===== src/rtl/tag_pkg.sv =====
// Shared types and default sizes for the cache tag lookup controller.
package tag_pkg;

    localparam int TAG_W_DEF = 20;
    localparam int IDX_W_DEF = 10;

    typedef struct packed {
        logic                 valid;
        logic [TAG_W_DEF-1:0] tag;
    } tag_entry_t;

    typedef enum logic [1:0] {
        IDLE  = 2'd0,
        SWEEP = 2'd1,
        DONE  = 2'd2
    } sweep_state_t;

endpackage


===== src/rtl/tag_lookup_ctrl_if.sv =====
// Lookup request/response channel between the cache pipeline (master)
// and the tag lookup controller (slave).
interface tag_lookup_ctrl_if #(
    parameter int TAG_W = 20,
    parameter int IDX_W = 10
);
    logic             req_valid;
    logic             req_ready;
    logic [IDX_W-1:0] req_index;
    logic [TAG_W-1:0] req_tag;
    logic             rsp_valid;
    logic             rsp_hit;
    logic [IDX_W-1:0] rsp_index;

    modport master (
        output req_valid, req_index, req_tag,
        input  req_ready, rsp_valid, rsp_hit, rsp_index
    );

    modport slave (
        input  req_valid, req_index, req_tag,
        output req_ready, rsp_valid, rsp_hit, rsp_index
    );
endinterface


===== src/rtl/tag_sweep_fsm.sv =====
// Invalidate-sweep sequencer: walks every set index once after reset or flush,
// then spends one settle cycle in DONE before handing control back to IDLE.
module tag_sweep_fsm
    import tag_pkg::*;
#(
    parameter int IDX_W = IDX_W_DEF
) (
    input  logic             clk,
    input  logic             resetn,
    input  logic             flush_req,
    output logic             is_idle,
    output logic             flush_busy,
    output logic             sweep_we,
    output logic [IDX_W-1:0] sweep_addr
);
    // One extra counter bit so the terminal compare never wraps to zero.
    localparam logic [IDX_W:0] CNT_END = {1'b1, {IDX_W{1'b0}}};

    sweep_state_t   state_q, state_d;
    logic [IDX_W:0] cnt_q, cnt_d;

    always_ff @(posedge clk) begin
        if (!resetn) begin
            state_q <= SWEEP;
            cnt_q   <= '0;
        end else begin
            state_q <= state_d;
            cnt_q   <= cnt_d;
        end
    end

    always_comb begin
        state_d  = state_q;
        cnt_d    = cnt_q;
        sweep_we = 1'b0;
        unique case (state_q)
            SWEEP: begin
                sweep_we = 1'b1;
                cnt_d    = cnt_q + (IDX_W+1)'(1);
                if (cnt_d == CNT_END) state_d = DONE;
            end
            DONE: state_d = IDLE;
            IDLE: begin
                if (flush_req) begin
                    state_d = SWEEP;
                    cnt_d   = '0;
                end
            end
            default: state_d = IDLE;
        endcase
    end

    assign is_idle    = (state_q == IDLE);
    assign flush_busy = (state_q == SWEEP);
    assign sweep_addr = cnt_q[IDX_W-1:0];
endmodule


===== src/rtl/tag_lookup_ctrl.sv =====
// Tag RAM front end: lookup with one-cycle hit/miss, refill writes with
// same-cycle forwarding, invalidate sweep. Optional counters: TAG_LOOKUP_STATS_EN.
module tag_lookup_ctrl
    import tag_pkg::*;
#(
    parameter int TAG_W = TAG_W_DEF,
    parameter int IDX_W = IDX_W_DEF
) (
    input  logic             clk,
    input  logic             resetn,
    tag_lookup_ctrl_if.slave lk,
    input  logic             fill_valid,
    input  logic [IDX_W-1:0] fill_index,
    input  logic [TAG_W-1:0] fill_tag,
    input  logic             flush_req,
    output logic             flush_busy,
    output logic             tr_ena,
    output logic             tr_wea,
    output logic [IDX_W-1:0] tr_addra,
    output logic [TAG_W:0]   tr_dina,
    output logic             tr_enb,
    output logic [IDX_W-1:0] tr_addrb,
    input  logic [TAG_W:0]   tr_doutb
`ifdef TAG_LOOKUP_STATS_EN
    ,
    output logic [31:0]      stat_hits,
    output logic [31:0]      stat_misses
`endif
);
    logic             is_idle, sweep_we, accept, fill_en;
    logic [IDX_W-1:0] sweep_addr;
    logic [TAG_W:0]   s1_entry;

    logic             s1_valid_q, s1_valid_d;
    logic [IDX_W-1:0] s1_index_q, s1_index_d;
    logic [TAG_W-1:0] s1_tag_q, s1_tag_d;
    logic             s1_fwd_q, s1_fwd_d;
    logic [TAG_W:0]   s1_fwd_entry_q, s1_fwd_entry_d;

    tag_sweep_fsm #(.IDX_W(IDX_W)) u_sweep (
        .clk        (clk),
        .resetn     (resetn),
        .flush_req  (flush_req),
        .is_idle    (is_idle),
        .flush_busy (flush_busy),
        .sweep_we   (sweep_we),
        .sweep_addr (sweep_addr)
    );

    assign lk.req_ready = is_idle;
    assign accept       = lk.req_valid && is_idle;
    assign fill_en      = fill_valid && is_idle;

    // RAM enables are held low while reset is asserted.
    always_comb begin
        tr_ena   = resetn && (sweep_we || fill_en);
        tr_wea   = tr_ena;
        tr_addra = sweep_we ? sweep_addr : fill_index;
        tr_dina  = sweep_we ? '0 : {1'b1, fill_tag};
        tr_enb   = resetn && accept;
        tr_addrb = lk.req_index;
    end

    // A fill landing in the accept cycle is not yet visible in the RAM read data.
    always_comb begin
        s1_valid_d     = accept;
        s1_index_d     = accept ? lk.req_index : s1_index_q;
        s1_tag_d       = accept ? lk.req_tag : s1_tag_q;
        s1_fwd_d       = accept && fill_en && (fill_index == lk.req_index);
        s1_fwd_entry_d = {1'b1, fill_tag};
    end

    always_ff @(posedge clk) begin
        if (!resetn) begin
            s1_valid_q     <= 1'b0;
            s1_index_q     <= '0;
            s1_tag_q       <= '0;
            s1_fwd_q       <= 1'b0;
            s1_fwd_entry_q <= '0;
        end else begin
            s1_valid_q     <= s1_valid_d;
            s1_index_q     <= s1_index_d;
            s1_tag_q       <= s1_tag_d;
            s1_fwd_q       <= s1_fwd_d;
            s1_fwd_entry_q <= s1_fwd_entry_d;
        end
    end

    assign s1_entry     = s1_fwd_q ? s1_fwd_entry_q : tr_doutb;
    assign lk.rsp_valid = s1_valid_q;
    assign lk.rsp_index = s1_index_q;
    assign lk.rsp_hit   = s1_valid_q && s1_entry[TAG_W] && (s1_entry[TAG_W-1:0] == s1_tag_q);

`ifdef TAG_LOOKUP_STATS_EN
    logic [31:0] stat_hits_q, stat_hits_d, stat_misses_q, stat_misses_d;

    // Saturating counters; only reset clears them, a flush does not.
    always_comb begin
        stat_hits_d   = stat_hits_q;
        stat_misses_d = stat_misses_q;
        if (lk.rsp_valid && lk.rsp_hit && (stat_hits_q != '1))
            stat_hits_d = stat_hits_q + 32'd1;
        if (lk.rsp_valid && !lk.rsp_hit && (stat_misses_q != '1))
            stat_misses_d = stat_misses_q + 32'd1;
    end

    always_ff @(posedge clk) begin
        if (!resetn) begin
            stat_hits_q   <= '0;
            stat_misses_q <= '0;
        end else begin
            stat_hits_q   <= stat_hits_d;
            stat_misses_q <= stat_misses_d;
        end
    end

    assign stat_hits   = stat_hits_q;
    assign stat_misses = stat_misses_q;
`endif
endmodule


===== src/flat_wrapper.sv =====
// flat-port wrapper written by rule: the top's interface ports become plain ports
module tag_lookup_ctrl_flat import tag_pkg::*;
#(
    parameter int TAG_W = TAG_W_DEF,
    parameter int IDX_W = IDX_W_DEF
)
  (clk, resetn, fill_valid, fill_index, fill_tag, flush_req, flush_busy, tr_ena, tr_wea, tr_addra, tr_dina, tr_enb, tr_addrb, tr_doutb, lk_req_valid, lk_req_index, lk_req_tag, lk_req_ready, lk_rsp_valid, lk_rsp_hit, lk_rsp_index);
  tag_lookup_ctrl_if #(.TAG_W(TAG_W), .IDX_W(IDX_W)) lk_i ();
  input  logic clk;
  input  logic resetn;
  input  logic fill_valid;
  input  logic [IDX_W-1:0] fill_index;
  input  logic [TAG_W-1:0] fill_tag;
  input  logic flush_req;
  output logic flush_busy;
  output logic tr_ena;
  output logic tr_wea;
  output logic [IDX_W-1:0] tr_addra;
  output logic [TAG_W:0] tr_dina;
  output logic tr_enb;
  output logic [IDX_W-1:0] tr_addrb;
  input  logic [TAG_W:0] tr_doutb;
  input wire logic [$bits(lk_i.req_valid)-1:0] lk_req_valid;
  input wire logic [$bits(lk_i.req_index)-1:0] lk_req_index;
  input wire logic [$bits(lk_i.req_tag)-1:0] lk_req_tag;
  output wire logic [$bits(lk_i.req_ready)-1:0] lk_req_ready;
  output wire logic [$bits(lk_i.rsp_valid)-1:0] lk_rsp_valid;
  output wire logic [$bits(lk_i.rsp_hit)-1:0] lk_rsp_hit;
  output wire logic [$bits(lk_i.rsp_index)-1:0] lk_rsp_index;
  assign lk_i.req_valid = lk_req_valid;
  assign lk_i.req_index = lk_req_index;
  assign lk_i.req_tag = lk_req_tag;
  assign lk_req_ready = lk_i.req_ready;
  assign lk_rsp_valid = lk_i.rsp_valid;
  assign lk_rsp_hit = lk_i.rsp_hit;
  assign lk_rsp_index = lk_i.rsp_index;
  tag_lookup_ctrl #(.TAG_W(TAG_W), .IDX_W(IDX_W)) u_core (.clk(clk), .resetn(resetn), .lk(lk_i), .fill_valid(fill_valid), .fill_index(fill_index), .fill_tag(fill_tag), .flush_req(flush_req), .flush_busy(flush_busy), .tr_ena(tr_ena), .tr_wea(tr_wea), .tr_addra(tr_addra), .tr_dina(tr_dina), .tr_enb(tr_enb), .tr_addrb(tr_addrb), .tr_doutb(tr_doutb));
endmodule

===== config.mk =====
export PLATFORM = sky130hd
export DESIGN_NAME = tag_lookup_ctrl_flat
export DESIGN_NICKNAME = d
export VERILOG_FILES = /design/src/rtl/tag_pkg.sv /design/src/rtl/tag_lookup_ctrl_if.sv /design/src/rtl/tag_sweep_fsm.sv /design/src/rtl/tag_lookup_ctrl.sv /design/src/flat_wrapper.sv
export SDC_FILE = /design/constraint.sdc
export NUM_CORES = 1
export LEC_CHECK = 0
export BUFFER_PORTS_ARGS = -buffer_cell sky130_fd_sc_hd__buf_2
export CELL_PAD_IN_SITES_DETAIL_PLACEMENT = 1
export CELL_PAD_IN_SITES_GLOBAL_PLACEMENT = 1
export CORE_ASPECT_RATIO = 1.75
export CORE_MARGIN = 1
export CORE_UTILIZATION = 38
export CTS_BUF_LIST = sky130_fd_sc_hd__clkbuf_4 sky130_fd_sc_hd__clkbuf_8
export CTS_CLUSTER_DIAMETER = 80
export CTS_CLUSTER_SIZE = 10
export DETAILED_ROUTE_END_ITERATION = 16
export GPL_ROUTABILITY_DRIVEN = 0
export HOLD_SLACK_MARGIN = 0.02
export PLACE_DENSITY = 0.95
export SLEW_MARGIN = 5
export SYNTH_ARGS = -nofsm -noshare
export SYNTH_HDL_FRONTEND = slang
export SYNTH_SLANG_ARGS = --single-unit

===== constraint.sdc =====
create_clock -name clk -period 2.6 [get_ports clk]
set_input_delay 0 -clock clk [delete_from_list [all_inputs] [get_ports clk]]
set_output_delay 0 -clock clk [all_outputs]
set_load 0.02 [all_outputs]

Word level (Yosys, flattened, before mapping). Index checks and enable logic that the tools add are counted.

Input bits: 86. Flip-flop bits (word level): 66.

Reductions and logical operators: 13. Equal/unequal tests: 6. Add/subtract/negate cells: 1. Multiplexer cells: 10.

Operator list (number): $mux W21 (3); $pmux W11 S2 (1); $eq A20 B20 Y1 (1); $add A11 B1 Y11 const B (1); $eq A11 B11 Y1 const B (1); $mux W11 (1); $eq A10 B10 Y1 (1); $mux W10 (1); $logic_and A1 B1 Y1 (8); $mux W2 (2); $pmux W2 S2 (1); $reduce_and A2 Y1 (2); $eq A2 B1 Y1 const B (1); $logic_not A2 Y1 (1); $ne A2 B1 Y1 const B (1); $ne A2 B2 Y1 const B (1); $reduce_bool A2 Y1 (1); $logic_or A1 B1 Y1 (1); $mux W1 (1).

Logic depth before layout (Yosys ltp).
Word-level depth: 4. Depth in mapped cells: 7. Gate-level depth less buffers: 6.

Hierarchy. From an unflattened synthesis, not the netlist that was laid out.

Cell total of the unflattened synthesis: 385. Area, all modules: 3450.8 sq um.

Modules (own cells, without submodules): tag_lookup_ctrl (area each 2621.3 sq um, cells an instance 289, instances 1); tag_sweep_fsm (area each 829.5 sq um, cells an instance 96, instances 1).

Worst setup path after synthesis. OpenSTA, ideal clock, no wires.

Path kind: register to output. From: reg u_core.s1_fwd_q. To: out lk_rsp_hit. Buffers on the path: 2. Slack: 877 ps. Stages on the path, launching flop included: 7. Arrival: 1723 ps. Data required time: 2600 ps. Cells stage by stage: dfxtp_1 buf_6 buf_4 mux2i_1 xor2_1 nand4_1 nor4_2.

Cells in the longest elaborated chain, start to end: 3. Elaborated cells on any way between the ends: 4. Classes of those cells: eq/ne (1); mux (1); reduce/logical (2).

RTL lines: from (decl) (RTL line tag_lookup_ctrl.sv:37) `logic s1_fwd_q, s1_fwd_d;`; from (signal assigned) (RTL line tag_lookup_ctrl.sv:84) `s1_fwd_q <= s1_fwd_d;`; $mux W21 * (RTL line tag_lookup_ctrl.sv:89) `assign s1_entry = s1_fwd_q ? s1_fwd_entry_q : tr_doutb;`; $eq A20 B20 Y1 / $logic_and A1 B1 Y1 (equally long branches) (RTL line tag_lookup_ctrl.sv:92) `assign lk.rsp_hit = s1_valid_q && s1_entry[TAG_W] && (s1_entry[TAG_W-1:0] == s1_tag_q);`; $logic_and A1 B1 Y1 * (RTL line tag_lookup_ctrl.sv:92); to (decl) (RTL line flat_wrapper.sv:28) `output wire logic [$bits(lk_i.rsp_hit)-1:0] lk_rsp_hit;`.

Every way passes the cells marked *; elsewhere a longest branch is shown, timed or not.

Worst setup path in the final report. Same ends and word-level chain as after synthesis.

==> metrics.txt <==
outcome=complete, no violations; DR vias=3,615; #FFs+latches synth=between 60 and 70; max incr delay on CP=~500 ps; Switching Power=roughly 540 uW; P_int=1.759 mW; setup_tns=0 ps; Iter 0 DRT Violations=between 150 and 200; Critical Path End Type=primary output; Post-synth EDFFs=0; Least-Margin Pin Slew=575.7 ps; Synth Instances=405; Leakage=2.151 nW; Tcrit/Tclk final=95.27%; Crit path arrival time=between 2000 and 2500 ps; fin. max-slew vios=0; TritonCTS clock tree=yes; ys flop type=dfxtp_1; PwrDens=474.6 nW/um^2; final wirelength=12,900 um; CP top delay family=simple AND/OR/NAND/NOR gates; core area=8615 um^2; clock slew at reported path FFs=approximately 70 ps; Sequential Power Share=a little under half; antenna viol nets, final=0; register area share after synthesis=39.37%; Ys Warns=0; Worst path most repeated cell=nor4_2; CTS H-Tree Depth=3; fin crit period=2477 ps; buffer and inverter count on the worst path=2; combinational power share=~12%; CP cell instances=buf_4 > mux2i_1 > xnor2_1 > nor4_2 > nand4_1 > nor4_2 > buf_2; Layout area overhead=44.59%; CTS Buf Count=9; Req. time, crit path=between 2000 and 3000 ps; clk_skew=roughly 11 ps; fmax=approximately 0.4 GHz; ys async rst share=0%; most numerous cell in the Yosys netlist=nand2_1; Synth area leader=dfxtp_1; pre-CTS setup slack=~440 ps; grt total ovfl=0; largest net degree at the start of global routing=46; Synth Net Count=492; Initial Util=38.95%; max cap viols=0; Finished Cell Area=4852 um^2; root buffer cell=clkbuf_8; PnR Total Power=2.303 mW; vias in the first global route=around 4k; final hold violation count=0; Worst R2R Path Depth=6; synth cell count leaders=nand2_1, dfxtp_1, and2_1; worst vdd ir=0.0002138 V; Area contributors post-synth=dfxtp_1, nand2_1, and2_1, a21boi_0, mux2i_1; layout cells sized above 1=29.27%; DRC Markers=0; top cell type's share of synthesized area=between 30% and 40%; clock buffer depth=2; DR WL/cell=about 18 um; die area=9225 um^2; I/O pin cnt=approximately 140; Mean Syn Cell Area=8.286 um^2; GRT Overall Usage=28.63%; first-pass GRT wire length=slightly below 20,000 um; final setup margin=123.1 ps; type of the worst min-delay path=in2reg; Crit Path Category=reg2out; Slew headroom=61.27%; height of the chip=126.3 um; WP depth=7; DP Area=approximately 4000 um^2; CP Launch Type=flop; final core utilization=a little under three fifths; unrepaired setup endpoints after global routing=no; Rows=45; CP max stage cell=dfxtp_2; synthesized cell area=3356 um^2; Distinct cells, synth=37; Setup-failing EPs final=0; Final #Nets=673; I/O Buffers=143; Clock Sinks=66; Initial DRT Pass Iterations=4; Vias per Instance=5.092; Critical Path Fanout Max=13; Clock Latency Late Sink=350 ps; initial antenna violation count=1; switching share of power=23.62%; WHS Path Cells=2; Die X-Extent=73.04 um; dpl hpwl=8300 um; Clock Power Share=42.5%
-- through the flow --
step	hold WS [ps]	cells
CTS	76.45	708
detailed placement	216.7	638
global placement	214.5	638
finish	87.13	710
floorplan	27.72	405
global route	104.3	709
-- kinds of logic after synthesis --
group | Yosys count | share of synthesized area [%]
buffers and inverters | 34 | 5.481
xor gates and xnor gates | 30 | 7.830
muxes | 22 | 6.599
and+or+nand+nor | 199 | 29.01
AOI/OAI and AO/OA | 53 | 11.33
adders and majority gates | 1 | 0.3728
DFF | 66 | 39.37
-- flip-flops by register name, indices dropped and copies added, names as in the netlist --
register	flops
u_core.lk.rsp_index	10
u_core.s1_tag_q	20
u_core.s1_fwd_q	1
u_core.u_sweep.state_q	2
u_core.lk.rsp_valid	1
u_core.u_sweep.cnt_q	11
u_core.s1_fwd_entry_q	21
-- layout by cell type (no fill, tap or decap), drive strengths merged, types with 2 or more instances in the layout --
cell	count
o21a	2
a22oi	3
or3	2
mux2i	21
clkinv	3
dfxtp	66
a21boi	31
dlygate4sd3	54
and3	4
bufinv	2
xnor2	16
xor2	14
and2	42
buf	149
diode	2
nor3	6
a21oi	5
nor2	9
nand2	103
nand4	7
and4	2
clkbuf	11
o21ai	7
nor4	6
nand3	6
nor2b	9
-- layer usage --
metal / share of wire [%] / wire length [um] / up-vias / track usage [%]
li1: - / - / 1697 / -
met5: 0 / 0 / - / 0
met1: 34 / 4350 / 1718 / 26.19
met3: 4.2 / 548 / 49 / 5.798
met2: 57 / 7355 / 151 / 54.79
met4: 5.0 / 650 / 0 / 17.65
-- path summary, 6_finish.rpt --
kind | start | endpoint | slack [ps]
setup / recovery | u_core.s1_fwd_q | lk_rsp_hit | 120
hold / removal | resetn | u_core.u_sweep.cnt_q[5] | 90
setup reg to reg | u_core.u_sweep.cnt_q[0] | u_core.u_sweep.state_q[1] | 560
hold reg to reg | u_core.lk.rsp_index[4] | u_core.lk.rsp_index[4] | 470
-- power groups by stage --
stage | registers [mW] | logic, mW | clock network [mW]
floorplan | 1.06 | 0.108 | 0
global placement | 1.07 | 0.199 | 0
detailed placement | 1.07 | 0.209 | 0
CTS | 1.04 | 0.273 | 0.988
global route | 1.05 | 0.299 | 1.03
finish | 1.04 | 0.280 | 0.978
-- timing repair --
action / in CTS / in global routing
hold buffers: 54 / 0
gates resized for setup: 0 / 1
buffers inserted: 0 / 0
endpoints found under the setup margin: 0 / 1
hold endpoints to repair: 53 / 0
-- layout make-up --
cell class	count	area [um^2]
diodes	2	5.005
clock buffers	11	145.1
clock inverters	5	77.57
fillers	1074	3762
inverters	1	3.754
multi-input cells	305	1851
flip-flops and latches	66	1323
well taps	117	146.4
repair buffers	203	1301
No activity file was read; power rests on OpenSTA's default activity.
